$ cat src/rtl/tx_symbol_serializer_10b.sv
// Serializes 10-bit 8b/10b symbols MSB ('a') first, one bit per bit_en_i strobe.
// A one-entry holding buffer decouples the encoder; the idle/comma symbol fills underruns.
module tx_symbol_serializer_10b #(
  parameter logic [9:0]  IDLE_SYMBOL = 10'h0FA,
  parameter int unsigned UNDERRUN_W  = 16
) (
  input  logic                  clk_i,
  input  logic                  rst_i,
  input  logic                  tx_en_i,
  input  logic                  bit_en_i,
  input  logic [9:0]            symbol_i,
  input  logic                  symbol_valid_i,
  output logic                  symbol_ready_o,
  output logic                  serial_o,
  output logic                  symbol_start_o,
  output logic                  busy_o,
  output logic                  underrun_o,
  output logic [UNDERRUN_W-1:0] underrun_cnt_o
);

  typedef enum logic {
    ST_IDLE  = 1'b0,
    ST_SHIFT = 1'b1
  } state_t;

  state_t     state_q;
  logic [9:0] hold_q;
  logic       hold_vld_q;
  logic [8:0] shift_q;
  logic [3:0] bit_cnt_q;

  logic       load;
  logic       accept;
  logic       last_bit;
  logic [9:0] load_src;

  always_comb begin
    last_bit       = (bit_cnt_q == 4'd9);
    load           = bit_en_i & tx_en_i &
                     ((state_q == ST_IDLE) | ((state_q == ST_SHIFT) & last_bit));
    load_src       = hold_vld_q ? hold_q : IDLE_SYMBOL;
    // A load frees the buffer in the same cycle, so a new symbol can follow with no bubble
    symbol_ready_o = ~hold_vld_q | load;
    accept         = symbol_valid_i & symbol_ready_o;
  end

  assign busy_o = (state_q == ST_SHIFT);

  always_ff @(posedge clk_i or posedge rst_i) begin
    if (rst_i) begin
      hold_q     <= '0;
      hold_vld_q <= 1'b0;
    end else if (accept) begin
      hold_q     <= symbol_i;
      hold_vld_q <= 1'b1;
    end else if (load) begin
      hold_vld_q <= 1'b0;
    end
  end

  always_ff @(posedge clk_i or posedge rst_i) begin
    if (rst_i) begin
      state_q        <= ST_IDLE;
      shift_q        <= '0;
      bit_cnt_q      <= '0;
      serial_o       <= 1'b0;
      symbol_start_o <= 1'b0;
      underrun_o     <= 1'b0;
      underrun_cnt_o <= '0;
    end else begin
      underrun_o <= 1'b0;
      if (load) begin
        state_q        <= ST_SHIFT;
        serial_o       <= load_src[9];
        shift_q        <= load_src[8:0];
        bit_cnt_q      <= '0;
        symbol_start_o <= 1'b1;
        if (!hold_vld_q) begin
          underrun_o <= 1'b1;
          if (underrun_cnt_o != '1) begin
            underrun_cnt_o <= underrun_cnt_o + UNDERRUN_W'(1);
          end
        end
      end else if ((state_q == ST_SHIFT) && bit_en_i) begin
        symbol_start_o <= 1'b0;
        if (!last_bit) begin
          serial_o  <= shift_q[8];
          shift_q   <= {shift_q[7:0], 1'b0};
          bit_cnt_q <= bit_cnt_q + 4'd1;
        end else begin
          // Symbol finished with tx disabled: park the line low
          state_q  <= ST_IDLE;
          serial_o <= 1'b0;
        end
      end
    end
  end

endmodule

$ cat config.mk
export PLATFORM = sky130hd
export DESIGN_NAME = tx_symbol_serializer_10b
export DESIGN_NICKNAME = d
export VERILOG_FILES = /design/src/rtl/tx_symbol_serializer_10b.sv
export SDC_FILE = /design/constraint.sdc
export NUM_CORES = 1
export LEC_CHECK = 0
export CAP_MARGIN = 20
export CELL_PAD_IN_SITES_DETAIL_PLACEMENT = 0
export CELL_PAD_IN_SITES_GLOBAL_PLACEMENT = 1
export CORE_MARGIN = 5
export CORE_UTILIZATION = 41
export DETAILED_ROUTE_END_ITERATION = 6
export GPL_TIMING_DRIVEN = 0
export PLACE_DENSITY_LB_ADDON = 0.1
export SETUP_SLACK_MARGIN = 0.3
export SYNTH_ARGS = -nofsm -noshare
export SYNTH_HDL_FRONTEND = slang
export SYNTH_SLANG_ARGS = --single-unit
$ cat constraint.sdc
create_clock -name clk_i -period 2.5 [get_ports clk_i]
set_input_delay 0.5 -clock clk_i [delete_from_list [all_inputs] [get_ports clk_i]]
set_output_delay 0.5 -clock clk_i [all_outputs]
set_load 0.1 [all_outputs]
Yosys cells after proc, flatten, opt, wreduce, memory -nomap -nowiden
Index checks and enable logic that the tools add are counted.

Bits in registers: 44. Bits of input ports: 15. Output and inout bits: 21. Logic and storage cells: 48.

Add/sub/neg operators: 2. Eq/ne operators: 3. Mux-type cells: 19. Bitwise logic cells: 8. Reductions and logical operators: 7.

Operators by type and width (count): $mux W9 (3); $add A16 B1 Y16 const B (1); $ne A16 B16 Y1 const B (1); $mux W1 (12); $mux W4 (3); $mux W10 (1); $reduce_bool A2 Y1 (3); $add A4 B1 Y4 const B (1); $and A1 B1 Y1 (4); $eq A4 B4 Y1 const B (1); $reduce_and A2 Y1 (2); $reduce_and A3 Y1 (1); $ne A2 B2 Y1 const B (1); $not A1 Y1 (2); $or A1 B1 Y1 (2); $logic_and A1 B1 Y1 (1).

Longest topological paths before layout
Depth in word-level cells: 7. Gate-level depth with buffers: 7. Mapped depth without buffers: 6.

Worst setup path before layout
No wires, ideal clock.

Path kind: register -> output. Start point: reg state_q, in the netlist busy_o. End point: out symbol_ready_o. Arrival: 1.948 ns. Data required time: 2.000 ns. Path slack: 0.052 ns. Cell stages (with the launch flop): 4. Path buffers: 1. Cells stage by stage: dfrtp_1 > clkbuf_1 > a21o_1 > nand2_1.

Cells in the longest elaborated chain, start to end: 4. Elaborated cells between the ends (all ways): 5. Classes of those cells: 5 x bitwise.

Ends and longest elaborated chain: start, declared (line 26) `state_t state_q;`; start signal, assigned (line 63) `state_q <= ST_IDLE;`; start signal, assigned (line 73) `state_q <= ST_SHIFT;`; start signal, assigned (line 92) `state_q <= ST_IDLE;`; $and A1 B1 Y1 / $not A1 Y1 (equally long branches) (line 40) `((state_q == ST_IDLE) | ((state_q == ST_SHIFT) & last_bit));`; $or A1 B1 Y1 (*) (line 40); $and A1 B1 Y1 (*) (line 39) `load = bit_en_i & tx_en_i &`; $or A1 B1 Y1 (*) (line 43) `symbol_ready_o = ~hold_vld_q | load;`; end, declared (line 13) `output logic symbol_ready_o,`.

Mark *: on every way between the ends. The rest lies on a longest branch, timed or not.

Worst setup path in the final report
Start point: reg underrun_cnt_o[8]. End point: out underrun_cnt_o[8].

RTL lines: start, declared (line 18) `output logic [UNDERRUN_W-1:0] underrun_cnt_o`; start signal, assigned (line 81) `underrun_cnt_o <= underrun_cnt_o + UNDERRUN_W'(1);`.

No word-level cell between the ends.

==> results.txt <==
Vias/cell = 5.19
critical path capture point type = output pin
worst path buffer plus inverter count = 1
hpwl dp = 3160 um
GPL Wtd Cong = 0.775
initial antenna violation count = 0
GRT Residual Overflow = 0
first-pass GRT wire length = 7500 um
WL/cell = 15.2 um
P&R area growth vs syn = 27.5%
fin worst setup slack = 0.365 ns
Fin. Hold Viols = 0
synthesized area = 2070 sq um
Vias = 1501
status = finished clean
Hold-fix buffers, CTS = 0
H-tree depth = 2
register area share after synthesis = 53.1%
gr usage total = 14.9%
Port-buffer cells = 35
Distinct cells, synth = 42
worst-path cell with the longest stage delay = clkdlybuf4s15_1
Pwr Density = 871 nW/um^2
clock root cell = clkbuf_8
chip height = 81.1 um
final instance area = 2640 sq um
CTS buffer count = 5
Post-Syn Instances = 177
Nets = 239
largest net degree at the start of global routing = 24
Hold Path Class = flip-flop to flip-flop
Core Area = 4820 sq um
Max-Cap Viols = 0
Worst Tran Pin Value = 0.969 ns
Top FF cell, synth = dfrtp_1
Place WS = -0.711 ns
number of synthesized flops with an enable pin = 0
startpoint types = flip-flop
Post-synth ARST share = 100%
DP Area = 2540 sq um
Die W = 81.1 um
slowest stage delay, CP = 0.86 ns
Initial DRC Count = 83
ratio of cells with drive above 1 in the final layout = 18.5%
Peak Freq = 468 MHz
final period demand of the worst path = 2.14 ns
Worst Path Arrival = 1.64 ns
RSZ-0062 raised after global routing = false
non-filler cells, final = 289
Setup CP Type = flip-flop to output pin
vias in the first global route = 1489
DRC = 0
placed insts = 280
Die ar. = 6580 sq um
fin crit share = 85.4%
clk sink count = 44
Final Setup Violations = 0
critical path required time = 2.00 ns
P_leak = 1.26 nW
Synth Net Count = 195
Slew headroom = 35.7%
FF+latch area = 1100 sq um
filler cell count = 460
synthesized area per cell = 11.7 sq um
clock skew = 0.00241 ns
flops & latches, synth = 44
clock-pin slew on the worst setup and hold paths = 0.08 ns
Clock Latency Late Sink = 0.29 ns
CP max FO = 7
I/O Pins = 36
Warnings, synthesis = 0
Cell Rows = 25
final WL = 4380 um
Peak VDD IR = 698 uV
Antenna Cells = 0
drt pass-1 iters = 4
area of the multi-input gates = 918 sq um
hold_ws = 0.508 ns
Top delay family on crit path = buffers and inverters
remaining antenna violation count after routing = 0
Starting Density = 43.0%
Util after Layout = 54.9%
CTS tree = built
Clock Path Buffers = 2
cell breakdown of the critical path = clkdlybuf4s15_1
Final Max Slew Viols = 0
## layer usage
| metal | track usage, % | routed length (um) | part of all wire [%] | vias up |
|---|---|---|---|---|
| li1 | - | - | - | 741 |
| met2 | 21.3 | 1920 | 44 | 31 |
| met1 | 22.0 | 2220 | 51 | 723 |
| met5 | 0 | 0 | 0 | - |
| met4 | 4.56 | 42 | 0.96 | 0 |
| met3 | 3.77 | 201 | 4.6 | 6 |
## kinds of logic after synthesis
kind of cell               after synthesis  share of synthesized area [%]
adders and majority gates                3                           1.81
DFF                                     44                           53.1
AOI/OAI and AO/OA                       30                           11.6
and+or+nand+nor                         57                           17.3
muxes                                   13                           7.00
xor gates and xnor gates                14                           5.91
buffers and inverters                   16                           3.32
## cells in the mapped netlist (2+ instances only)
cell type   n  share of area, %
o21a_1      6               2.2
o21ai_0     2              0.48
xor2_1     14               5.9
a31oi_1     2              0.60
mux2_2     12               6.5
nor4_1      5               1.5
inv_1      11               2.0
nor2_1      7               1.3
nand4_1     4               1.2
clkbuf_1    3              0.54
nor3_1      4              0.97
and3_1      4               1.2
a221o_1     7               3.4
nor4_2      2               1.2
nand2_1    11               2.0
nor3b_1     2              0.72
a21oi_1     5               1.2
ha_1        3               1.8
nand3_1     7               1.7
dfrtp_1    44                53
## flip-flops by register name, indices dropped and copies added (netlist names)
register,count
shift_q,9
hold_vld_q,1
busy_o,1
hold_q,10
underrun_o,1
symbol_start_o,1
underrun_cnt_o,16
serial_o,1
bit_cnt_q,4
## final cells by class
type	count	share of cell area, %
multi-input cells	117	34.7
repair buffers	37	14.3
inverters	11	1.56
clock buffers	8	3.41
plain buffers	5	1.04
flip-flops and latches	44	41.8
well taps	67	3.17
## cells in the final DEF, fill, tap and decap left out, types with 5 or more instances in the layout
| cell | Yosys | final |
|---|---|---|
| dfrtp_1 | 44 | 41 |
| nor4_1 | 5 | 5 |
| nand3_1 | 7 | 7 |
| a21oi_1 | 5 | 5 |
| clkdlybuf4s50_1 | 0 | 12 |
| clkbuf_1 | 3 | 5 |
| mux2_2 | 12 | 12 |
| clkbuf_8 | 0 | 6 |
| nor2_1 | 7 | 7 |
| nand2_1 | 11 | 9 |
| inv_1 | 11 | 10 |
| xor2_1 | 14 | 14 |
| o21a_1 | 6 | 6 |
| a221o_1 | 7 | 7 |
| dlygate4sd2_1 | 0 | 18 |
## where the power goes
group	internal [W]	total (W)	switching, W
Combinational	0.000302	0.000795	0.000493
Sequential	0.000912	0.00105	0.000141
Clock	0.000226	0.000455	0.000229
Total	0.00144	0.00230	0.000863
## timing repair
action	in CTS	in global routing
gates resized for setup	26	11
endpoints found under the setup margin	21	3
setup buffers	0	1
## worst paths after layout
check                                  start                 to  slack [ns]  cells after the start
setup / recovery           underrun_cnt_o[8]  underrun_cnt_o[8]        0.36                      1
hold / removal                     hold_q[9]          hold_q[9]        0.51                      1
setup reg to reg                bit_cnt_q[0]         shift_q[8]        0.58                      6
hold reg to reg                    hold_q[9]          hold_q[9]        0.51                      1
max in group asynchronous              rst_i       bit_cnt_q[1]        1.45                      3
min in group asynchronous              rst_i  underrun_cnt_o[2]        0.57                      2
## metrics by stage
stage | TNS (ns) | total power [W]
final | 0 | 0.00230
after global routing | 0 | 0.00244
after CTS | 0 | 0.00229
after detailed placement | -0.711 | 0.00186
after global placement | -0.860 | 0.00183
after floorplan | 0 | 0.00165
No activity file was read; power rests on OpenSTA's default activity.
